File: src/rtl/lsu_mem_initiator.sv
// Load/store initiator between the RV32I execute stage and a single-port word memory.
// One command at a time: legality check, store lane steering, registered-read wait and
// load formatting, with a single-cycle done/err pulse at the end.
module lsu_mem_initiator #(
  parameter int unsigned ADDR_WIDTH = 8
) (
  input  logic                  clk,
  input  logic                  rst,
  input  logic                  start,
  input  logic                  is_store,
  input  logic [2:0]            funct3,
  input  logic [31:0]           addr,
  input  logic [31:0]           store_data,
  output logic                  busy,
  output logic                  done,
  output logic                  err,
  output logic [31:0]           load_data,
  output logic                  request,
  output logic                  we_re,
  output logic [ADDR_WIDTH-1:0] address,
  output logic [31:0]           data_in,
  output logic [3:0]            mask,
  input  logic [31:0]           data_out
);

  typedef enum logic [1:0] {StIdle, StReq, StWait, StDone} state_e;

  state_e                state_q, state_d;
  logic                  is_store_q;
  logic [2:0]            funct3_q;
  logic [ADDR_WIDTH+1:0] addr_q;
  logic [31:0]           sd_q;
  logic                  err_q;
  logic [31:0]           load_data_q;

  logic                  accept;
  logic                  f3_legal;
  logic                  misaligned;
  logic                  cmd_err;
  logic [7:0]            ld_byte;
  logic [15:0]           ld_half;
  logic [31:0]           ld_fmt;

  // Byte-address bits above the word-address range are ignored.
  logic unused_addr;
  assign unused_addr = ^addr[31:ADDR_WIDTH+2];

  // Classify the incoming command as legal or erroring.
  always_comb begin
    f3_legal = 1'b0;
    if (is_store) begin
      f3_legal = (funct3 == 3'b000) || (funct3 == 3'b001) || (funct3 == 3'b010);
    end else begin
      f3_legal = (funct3 == 3'b000) || (funct3 == 3'b001) || (funct3 == 3'b010) ||
                 (funct3 == 3'b100) || (funct3 == 3'b101);
    end
    misaligned = ((funct3[1:0] == 2'b01) && addr[0]) ||
                 ((funct3[1:0] == 2'b10) && (addr[1:0] != 2'b00));
    cmd_err    = !f3_legal || misaligned;
  end

  // Next-state logic; a command is only accepted from idle.
  always_comb begin
    state_d = state_q;
    accept  = 1'b0;
    unique case (state_q)
      StIdle: begin
        if (start) begin
          accept  = 1'b1;
          state_d = cmd_err ? StDone : StReq;
        end
      end
      StReq:   state_d = is_store_q ? StDone : StWait;
      StWait:  state_d = StDone;
      StDone:  state_d = StIdle;
      default: state_d = StIdle;
    endcase
  end

  // Extract and extend the addressed lane of the memory read word.
  always_comb begin
    unique case (addr_q[1:0])
      2'b00:   ld_byte = data_out[7:0];
      2'b01:   ld_byte = data_out[15:8];
      2'b10:   ld_byte = data_out[23:16];
      default: ld_byte = data_out[31:24];
    endcase
    ld_half = addr_q[1] ? data_out[31:16] : data_out[15:0];
    unique case (funct3_q)
      3'b000:  ld_fmt = {{24{ld_byte[7]}}, ld_byte};
      3'b001:  ld_fmt = {{16{ld_half[15]}}, ld_half};
      3'b100:  ld_fmt = {24'h000000, ld_byte};
      3'b101:  ld_fmt = {16'h0000, ld_half};
      default: ld_fmt = data_out;
    endcase
  end

  // State and command registers with synchronous active-low reset.
  always_ff @(posedge clk) begin
    if (!rst) begin
      state_q     <= StIdle;
      is_store_q  <= 1'b0;
      funct3_q    <= 3'b000;
      addr_q      <= '0;
      sd_q        <= 32'h0;
      err_q       <= 1'b0;
      load_data_q <= 32'h0;
    end else begin
      state_q <= state_d;
      if (accept) begin
        is_store_q <= is_store;
        funct3_q   <= funct3;
        addr_q     <= addr[ADDR_WIDTH+1:0];
        sd_q       <= store_data;
        err_q      <= cmd_err;
      end
      if (state_q == StWait) begin
        load_data_q <= ld_fmt;
      end
    end
  end

  // Memory-side outputs are driven only in REQ; request is gated by reset so a
  // reset edge landing in REQ never commits a memory access.
  always_comb begin
    request = 1'b0;
    we_re   = 1'b0;
    address = '0;
    data_in = 32'h0;
    mask    = 4'b0000;
    if (state_q == StReq) begin
      request = rst;
      we_re   = is_store_q;
      address = addr_q[ADDR_WIDTH+1:2];
      if (is_store_q) begin
        unique case (funct3_q[1:0])
          2'b00: begin
            mask    = 4'b0001 << addr_q[1:0];
            data_in = {4{sd_q[7:0]}};
          end
          2'b01: begin
            mask    = addr_q[1] ? 4'b1100 : 4'b0011;
            data_in = {2{sd_q[15:0]}};
          end
          2'b10: begin
            mask    = 4'b1111;
            data_in = sd_q;
          end
          default: begin
            mask    = 4'b0000;
            data_in = 32'h0;
          end
        endcase
      end
    end
  end

  assign busy      = (state_q != StIdle);
  assign done      = (state_q == StDone);
  assign err       = (state_q == StDone) && err_q;
  assign load_data = load_data_q;

endmodule
File: config.mk
export PLATFORM = sky130hd
export DESIGN_NAME = lsu_mem_initiator
export DESIGN_NICKNAME = d
export VERILOG_FILES = /design/src/rtl/lsu_mem_initiator.sv
export SDC_FILE = /design/constraint.sdc
export NUM_CORES = 1
export LEC_CHECK = 0
export BUFFER_PORTS_ARGS = -buffer_cell sky130_fd_sc_hd__buf_2
export CAP_MARGIN = 20
export CELL_PAD_IN_SITES_DETAIL_PLACEMENT = 0
export CELL_PAD_IN_SITES_GLOBAL_PLACEMENT = 2
export CORE_ASPECT_RATIO = 0.8
export CORE_UTILIZATION = 26
export DETAILED_ROUTE_END_ITERATION = 8
export GPL_TIMING_DRIVEN = 0
export PLACE_DENSITY_LB_ADDON = 0.1
export SLEW_MARGIN = 10
export SYNTH_ARGS = -nofsm -noshare
export SYNTH_HDL_FRONTEND = slang
export SYNTH_SLANG_ARGS = --single-unit
File: constraint.sdc
create_clock -name clk -period 2.1 [get_ports clk]
set_input_delay 0.42 -clock clk [delete_from_list [all_inputs] [get_ports clk]]
set_output_delay 0.42 -clock clk [all_outputs]
set_load 0.03 [all_outputs]
# Word level (Yosys, flattened, before mapping)
# Cells that the tools add are included.
# word_totals
ff_bits	81
latchBits	0
ramBits	0
romBits	0
input_bits	103
out_inout_bits	81
word_cells	62
memories	0
# classes
n_addsub	0
mul	0
div	0
order_cmp	0
eq_ne	17
shifts	1
muxes	20
n_bitwise	0
reduce_logical	17
# op_table
op	n
case mux 32 bit (4 select lines)	1
case mux 32 bit (3 select lines)	1
2-to-1 mux 32 bit	2
case mux 8 bit (3 select lines)	1
2-to-1 mux 16 bit	1
equality test 3 bit, second input constant	4
2-to-1 mux 4 bit	3
case mux 4 bit (3 select lines)	1
equality test 2 bit, second input constant	5
equality test 2 x 1 -> 1 bit, second input constant	4
2-to-1 mux 8 bit	1
case mux 2 bit (4 select lines)	1
equality test 3 x 1 -> 1 bit, second input constant	2
zero test 2 bit	3
zero test 3 bit	2
logical OR 1 bit	6
2-to-1 mux 1 bit	6
2-to-1 mux 2 bit	2
nonzero test 2 bit	2
left shift 1 x 2 -> 4 bit, first input constant	1
equality test 3 x 2 -> 1 bit, second input constant	1
logical AND 1 bit	3
!= test 2 bit, second input constant	1
zero test 1 bit	1

# Depth between registers and ports, before layout
# Gate-level depths: netlist (run 1).
# depth
ltp_word	11
ltp_mapped	7
mapped_depth_nobuf	6

# Least setup slack after synthesis (run 1)
# OpenSTA, ideal clock, no wires.
# synth_path
path_type	flip-flop to output port
startpoint	reg state_q[1]
endpoint	out data_in[12]
arrival_time_ns	1.585
required_time_ns	1.680
setup_slack_ns	0.095
path_stages_with_launch	7
path_buffers	2
cell_sequence	dfxtp_1 -> inv_1 -> ha_1 -> clkbuf_1 -> nand2_1 -> clkbuf_1 -> nor2_1
# synth_via
elab_chain_cells	2
# synth_lines
element	line	source
start: declaration	28	state_e state_q, state_d;
start signal: assignment	101	state_q <= StIdle;
start signal: assignment	109	state_q <= state_d;
equality test 2 x 1 -> 1 bit	131	if (state_q == StReq) begin
2-to-1 mux 32 bit	131	
end: declaration	21	output logic [31:0] data_in,
# Every way passes these cells.

# Final worst setup path (run 1)
# layout_path
startpoint	reg funct3_q[1]
endpoint	out data_in[9]
# layout_via
elab_chain_cells	4
elab_cells_between_ends	6
cone_classes	2 x eq/ne; 3 x mux; 1 x reduce/logical
# layout_lines
element	line	source
start: declaration	30	logic [2:0] funct3_q;
start signal: assignment	112	funct3_q <= funct3;
equality test 2 bit, or another cell as far along	136	unique case (funct3_q[1:0])
case mux 32 bit (3 select lines) *	136	
2-to-1 mux 32 bit *	135	if (is_store_q) begin
2-to-1 mux 32 bit *	131	
# Mark *: on every way between the ends. The rest lies on a longest branch, timed or not.

==> summary.md, run 1 <==
| Metric | Value |
|---|---|
| Register area share after synthesis | `0.366` |
| Synth unique cells | `45` |
| Design Area, Final | `6250 µm²` |
| Top delay family on crit path | `simple AND/OR/NAND/NOR gates` |
| Setup crit start kind | `flip-flop` |
| Wl on met1 | `9.06 mm` |
| GRT Overall Usage | `0.199` |
| Largest net degree at the start of global routing | `20` |
| CTS tree | `done` |
| Fin cells | `967` |
| Final setup fails | `1` |
| Req. time, crit path | `1680 ps` |
| Asr flop ratio synth | `0` |
| DR vias | `between 4000 and 5000` |
| Max VDD drop | `0.400 mV` |
| First-pass iteration count of the detailed router | `4` |
| Via/cell ratio | `4.78` |
| Die height | `roughly 120 µm` |
| DP Cell Count | `943` |
| Leak | `0.00264 µW` |
| Clock sink total | `between 80 and 90` |
| Total grt overflow | `0` |
| Initial Util | `0.267` |
| Vias in the first global route | `4494` |
| Worst Setup Slack, final | `-11.1 ps` |
| Met2 WL | `7.02 mm` |
| Number of buffers inserted by port buffering | `160` |
| Max Slew Vio Count | `0` |
| Max-Cap Viols | `0` |
| Syn avg cell area | `7.88 µm²` |
| Register area | `about 1600 µm²` |
| Worst Hold Class | `input pin to flip-flop` |
| Mapped Nets | `671` |
| Biggest area consumer among synthesized cells | `dfxtp_1` |
| Tmin final | `2110 ps` |
| Arrival time at the worst endpoint | `1690 ps` |
| Unrepaired setup endpoints after global routing | `true` |
| Post-DP HPWL | `13.4 mm` |
| Worst path bufs/invs | `2` |
| Clk slew on worst S/H paths | `about 60 ps` |
| Post-synthesis register bit count | `81` |
| Most used DFF post-synth | `dfxtp_1` |
| Layout fillers | `1814` |
| Fraction of layout cells with a size suffix above 1 | `0.359` |
| Slowest stage delay, CP | `330 ps` |
| CP Class | `flip-flop to output pin` |
| Violated checks | `setup timing` |
| Critical Path Fanout Max | `8` |
| Synth warnings | `0` |
| Final Cycle Share | `1.01` |
| Clock insertion delay at the later pin of the skew report | `340 ps` |
| Worst slew pin tran | `approximately 590 ps` |
| Clock skew | `3.68 ps` |
| Total power | `7630 µW` |
| Global-route wire length before repair | `roughly 26 mm` |
| EDFF count, synth | `0` |
| Max-Slew Margin vs Limit | `0.603` |
| Met3 routed WL | `992 µm` |
| DRT antenna net count | `0` |
| Die Footprint | `around 18000 µm²` |
| Dpl ws | `-695 ps` |
| DP Area | `5510 µm²` |
| Synth Instances | `between 500 and 600` |
| # rows | `42` |
| CP Cell Sequence | `buf_8 > nor2b_4 > or2_4 > a22oi_1 > nor2_1 > buf_2` |
| Die width | `148 µm` |
| Root buffer cell | `clkbuf_16` |
| Max layer used | `met4` |
| Routed len/inst | `17.9 µm` |
| CTS H-tree lvls | `3` |
| Boundary Pins | `184` |
| Hold buffer count at CTS | `0` |
| Iter 0 DRT Violations | `267` |
| Crit. End Element | `output pin` |
| CTS Buf Count | `9` |
| Final WL | `between 15 and 20 mm` |
| Area Growth Syn to Fin | `40.9%` |
| Synthesized area | `4430 µm²` |
| Max Buffers Root-to-Sink | `2` |
| Final Wtd Congestion | `between 0.8 and 0.9` |
| Fmax | `474 MHz` |
| DRC violations left | `0` |
| Initial antenna violation count | `0` |
| Share of the synthesized area in the top cell type | `0.366` |
| Most frequent cells in the layout | `146 x buf_2, 121 x nand2_1, 76 x dfxtp_1` |
| Synth area leaders | `dfxtp_1 37%, nand2_1 10%, a21boi_0 8.0%` |
| Fin. Hold Viols | `0` |
| Core Area | `16600 µm²` |
| PD cells | `1220 nW/µm²` |
| CP max-delay cell | `dfxtp_2` |
| Area of the multi-input gates | `2670 µm²` |
| Commonest non-fill, non-tap cell in the layout | `buf_2` |
| Ant. Diodes | `0` |
| Fin nets | `between 800 and 900` |
| Status | `finished, violations left` |
==> cell usage after synthesis, types with 2 or more instances <==
cell type / number
nand2_1: 122
dfxtp_1: 81
a21oi_1: 54
a21boi_0: 47
nor2_1: 33
o21ai_0: 32
clkbuf_1: 22
and2_1: 19
nor2b_1: 17
buf_2: 16
a22oi_1: 12
inv_1: 12
a221oi_2: 10
a2bb2oi_1: 8
o21a_1: 8
a221oi_1: 6
buf_1: 6
nand3b_1: 6
ha_1: 5
nor3b_1: 5
mux2i_1: 4
o221a_2: 4
a31oi_1: 3
buf_4: 3
mux4_2: 3
nand2b_1: 3
a21oi_4: 2
buf_6: 2
o22ai_1: 2
==> sequential cells by signal, indices dropped and copies added, names as in the netlist <==
name	count
load_data	32
sd_q	32
addr_q	10
funct3_q	3
state_q	2
err_q	1
is_store_q	1
==> power breakdown <==
group / internal [µW] / switching [µW] / total [µW]
clock: 1160 / 618 / 1770
combinational: 1230 / 2300 / 3530
sequential: 1990 / 336 / 2330
total: 4370 / 3260 / 7630
==> worst paths after layout <==
check / from / endpoint / slack [ps] / cells past startpoint
worst max register to register: state_q[0] / load_data[15] / 170 / 7
worst min register to register: addr_q[2] / addr_q[2] / 460 / 2
worst min-delay path: addr[6] / addr_q[6] / 330 / 3
worst max-delay path: funct3_q[1] / data_in[9] / -10 / 6
==> metrics by stage <==
stage	utilization	hold slack [ps]	setup TNS, ps
6_report	0.376	326	-11.1
5_1_grt	0.376	323	-182
4_1_cts	0.365	312	-43.8
3_5_place_dp	0.332	456	-16720
3_3_place_gp	0.332	446	-13060
2_1_floorplan	-	439	0
==> logic make-up after synthesis <==
kind of cell,after synthesis,synth area share
multiplexers,8,0.0274
AND/OR/NAND/NOR,212,0.219
adder cells (fa/ha/maj),5,0.0141
AO/OA/AOI/OAI,195,0.310
buffers and inverters,62,0.0632
flip-flops,81,0.366
==> area by class of cell <==
class | count | area share
sequential | 81 | 0.261
timing repair buffer | 174 | 0.160
tap | 220 | 0.0441
clock inverter | 3 | 0.0144
clock buffer | 12 | 0.0379
inverter | 12 | 0.00761
multi-input combinational | 420 | 0.427
buffer | 45 | 0.0475
==> repair_timing <==
action	4_1_cts	5_1_grt
hold endpoints to repair	0	0
buffers inserted	5	8
gates resized for setup	66	44
endpoints found under the setup margin	60	43
cloned	0	1
pin swaps	1	5
==> worst min-delay path: stages <==
cell      delay (ps)
buf_2             90
nand2_1           40
a21boi_0          60
==> routing by layer <==
layer | vias to the layer above | global-route usage
met4 | 0 | 0.0483
li1 | 2316 | -
met5 | - | 0
met1 | 2159 | 0.301
met3 | 15 | 0.0490
met2 | 137 | 0.276
Note: power is estimated with default switching activity, not from simulation.
==> inputs of run 2 (changes only) <==
ABC_AREA = 1   (was default)
CORE_UTILIZATION = 23   (was 26)
==> run 2 against run 1 <==
  * The flow now finishes without violations
  * Worst hold slack hardly changed
  * Maximum frequency is 2.9% higher
  * Final area is 6.2% lower
  * Flip-flop and latch count stayed put
  * Combinational power is 4% higher
  * Worst setup slack better by 60 ps
  * Clock-buffer cell count is 2 lower
  * Total power hardly changed
  * Clock skew is 4.5 ps higher
  * Routed wire length is 6.4% lower
  * Global-route usage is 1.7 points lower
  * Synthesized cell count is 13% higher
  * Critical path type unchanged
==> summary.md, run 2 <==
| Metric | Value |
|---|---|
| Status | `complete, no violations` |
| Core Area | `17300 µm² (+4.3%)` |
| Number of buffers inserted by port buffering | `160 (unchanged)` |
| Max-Slew Margin vs Limit | `0.542 (-0.0611)` |
| Clk slew on worst S/H paths | `60 ps (about the same)` |
| Initial Util | `0.235 (-0.0323)` |
| Synth Instances | `636 (+13%)` |
| Synth Area in Compound Gates | `0.227 (-0.0830)` |
| DRC violations left | `0 (unchanged)` |
| GRT Overall Usage | `0.182 (-0.0172)` |
| Fmax | `488 MHz (+2.9%)` |
| Share of power burned in registers | `0.312 (+0.007)` |
| Vias in the first global route | `4369 (-2.8%)` |
| DR vias | `4612 (-0.32%)` |
| CTS H-tree lvls | `3 (unchanged)` |
| Mapped Nets | `744 (+11%)` |
| CTS Buf Count | `9 (unchanged)` |
| Max-Cap Viols | `0 (unchanged)` |
| Fin cells | `1046 (+8.2%)` |
| Clock skew | `8.18 ps (+4.50 ps)` |
| Layout fillers | `2009 (+11%)` |
| CP max-delay cell | `dfxtp_2` |
| Ant. Diodes | `0 (unchanged)` |
| Fraction of layout cells with a size suffix above 1 | `0.297 (-0.0616)` |
| Synthesized area | `4070 µm² (-8.3%)` |
| Final core utilization | `0.338 (-0.0379)` |
| Max VDD drop | `0.459 mV (+15%)` |
| Clock sink total | `81 (unchanged)` |
| Initial antenna violation count | `0 (unchanged)` |
| Clock insertion delay at the later pin of the skew report | `340 ps (about the same)` |
| Iter 0 DRT Violations | `201 (-25%)` |
| Worst slew pin tran | `687 ps (+91.7 ps)` |
| Setup crit start kind | `flip-flop` |
| Commonest non-fill, non-tap cell in the layout | `buf_2` |
| Largest net degree at the start of global routing | `14 (-30%)` |
| Synth area leaders | `dfxtp_1 40%, nor2_1 13%, o21ai_0 12%` |
| Post-synthesis adder-cell area fraction | `0.0154 (+0.00128)` |
| Post-Synth Simple-Gate Area | `0.257 (+0.0377)` |
| DRT antenna net count | `0 (unchanged)` |
| Top post-synthesis cells by count | `141 x nor2_1, 100 x o21ai_0, 97 x nand2_1, 81 x dfxtp_1, 66 x inv_1` |
| Syn avg cell area | `6.39 µm² (-19%)` |
| Total grt overflow | `0 (unchanged)` |
| Max Slew Vio Count | `0 (unchanged)` |
| First-pass iteration count of the detailed router | `5 (+1)` |
| Final Wtd Congestion | `0.837 (-2.6%)` |
| # rows | `43 (+2.4%)` |
| EDFF count, synth | `0 (unchanged)` |
| Net switching power | `3510 µW (+7.8%)` |
| Global-route wire length before repair | `24.5 mm (-6.9%)` |
| Boundary Pins | `184 (unchanged)` |
| Worst path bufs/invs | `4 (+2)` |
| Root buffer cell | `clkbuf_16` |
| Post-synthesis register bit count | `81 (unchanged)` |
| Switch share | `0.460 (+0.0332)` |
| CP Class | `flip-flop to output pin` |
| Int Pwr | `4120 µW (-5.8%)` |
| Routed len/inst | `15.5 µm (-13%)` |
| Unrepaired setup endpoints after global routing | `true` |
| Most frequent cells in the layout | `132 x buf_2, 126 x nor2_1, 95 x o21ai_0` |
| Slowest stage delay, CP | `330 ps (about the same)` |
| Combinational power share | `0.483 (+0.021)` |
| Main combinational cell family by area after synthesis | `simple AND/OR/NAND/NOR gates` |
| Synth warnings | `0 (unchanged)` |
| Most frequent cell after synthesis | `nor2_1` |
| Synth Area in XOR/XNOR | `0 (unchanged)` |
| Clock share of power | `0.205 (-0.028)` |
| Post-DP HPWL | `12.7 mm (-5.5%)` |
| Worst Hold Class | `input pin to flip-flop` |
| Req. time, crit path | `1680 ps (about the same)` |
| Multiplexer area fraction after synthesis | `0 (-0.0274)` |
| Tmin final | `2050 ps (-60.1 ps)` |
| Share of the synthesized area in the top cell type | `0.399 (+0.0331)` |
| Asr flop ratio synth | `0 (unchanged)` |
| Die width | `151 µm (+1.8%)` |
| PD cells | `1300 nW/µm² (+6.6%)` |
| Fin nets | `925 (+8.7%)` |
| Most used DFF post-synth | `dfxtp_1` |
| Final setup fails | `0 (-1)` |
| Synth unique cells | `23 (-49%)` |
| Final Cycle Share | `0.977 (-0.0286)` |
| Arrival time at the worst endpoint | `1630 ps (-60 ps)` |
| Die height | `121 µm (+1.8%)` |
| Via/cell ratio | `4.41 (-7.9%)` |
| CTS tree | `done` |
| Fin. Hold Viols | `0 (unchanged)` |
| Top delay family on crit path | `buffers and inverters` |
| Die Footprint | `18200 µm² (+3.6%)` |
| Crit. End Element | `output pin` |
| CP Cell Sequence | `inv_2 > ha_4 > nand2_8 > nor2_4 > inv_4 > buf_12 > nor3_4 > buf_6` |
| Leak | `0.00291 µW (+10%)` |
| Area Growth Syn to Fin | `44.1%` |
| DP Cell Count | `1021 (+8.3%)` |
| Max Buffers Root-to-Sink | `2 (unchanged)` |
| Critical Path Fanout Max | `10 (+2)` |
| Biggest area consumer among synthesized cells | `dfxtp_1` |
| Final WL | `16.2 mm (-6.4%)` |
| Register area share after synthesis | `0.399 (+0.0331)` |
-- run 2: power by group through the flow --
stage | sequential [µW] | combinational [µW] | clock (µW)
2_1_floorplan | 2760 | 1880 | 0
3_3_place_gp | 2370 | 3400 | 0
3_5_place_dp | 2390 | 3410 | 0
4_1_cts | 2370 | 3600 | 1630
5_1_grt | 2450 | 4100 | 1690
6_report | 2380 | 3680 | 1570
-- run 2: worst paths after layout --
kind	start	end	slack [ps]	cells past startpoint
setup / recovery	state_q[1]	mask[1]	50	8
setup reg to reg	state_q[0]	load_data[13]	240	6
hold / removal	addr[8]	addr_q[8]	330	3
hold reg to reg	load_data[1]	load_data[1]	460	2
-- run 2: layout make-up --
class	count	area [µm²]	share of cell area
clock inverter	5	57.6	0.00982
timing repair buffer	171	1000	0.171
buffer	35	203	0.0346
multi-input combinational	448	2180	0.373
clock buffer	10	229	0.0391
tap	225	282	0.0480
inverter	71	272	0.0463
sequential	81	1630	0.279
-- run 2: worst min-delay path, cell delays in order --
cell and delay (ps):
buf_2 70, o21ai_0 70, nor2_1 70
-- run 2: metal layers --
layer	global-route usage	wire, µm	up-vias
met4	0.0431	145	0
met3	0.0368	848	11
met2	0.263	6650	122
met5	0	0	-
li1	-	-	2397
met1	0.271	8530	2082
-- run 2: cell families (layout without fill, tap and decap cells) --
group | count (synthesis) | count (layout)
fa+ha+maj | 5 | 5
compound gates | 178 | 178
simple gates | 265 | 265
buf+inv | 107 | 292
flops | 81 | 81
-- run 2: metrics by stage --
stage | cell area [µm²] | total power, µW | hold WS [ps] | TNS (ps) | setup WS [ps]
6_report | 5860 | 7630 | 326 | 0 | 49.0
5_1_grt | 5860 | 8240 | 330 | -120 | -34.8
4_1_cts | 5680 | 7610 | 312 | -83.5 | -24.3
3_5_place_dp | 5160 | 5800 | 453 | -12860 | -674
3_3_place_gp | 5160 | 5770 | 460 | -13840 | -733
2_1_floorplan | 4080 | 4650 | 444 | -1410 | -142
-- run 2: what timing repair did --
item / in CTS / in global routing
setup buffers: 6 / 5
resized for setup: 66 / 68
pin swaps: 1 / 8
endpoints found under the setup margin: 41 / 58
hold buffers: 0 / 0
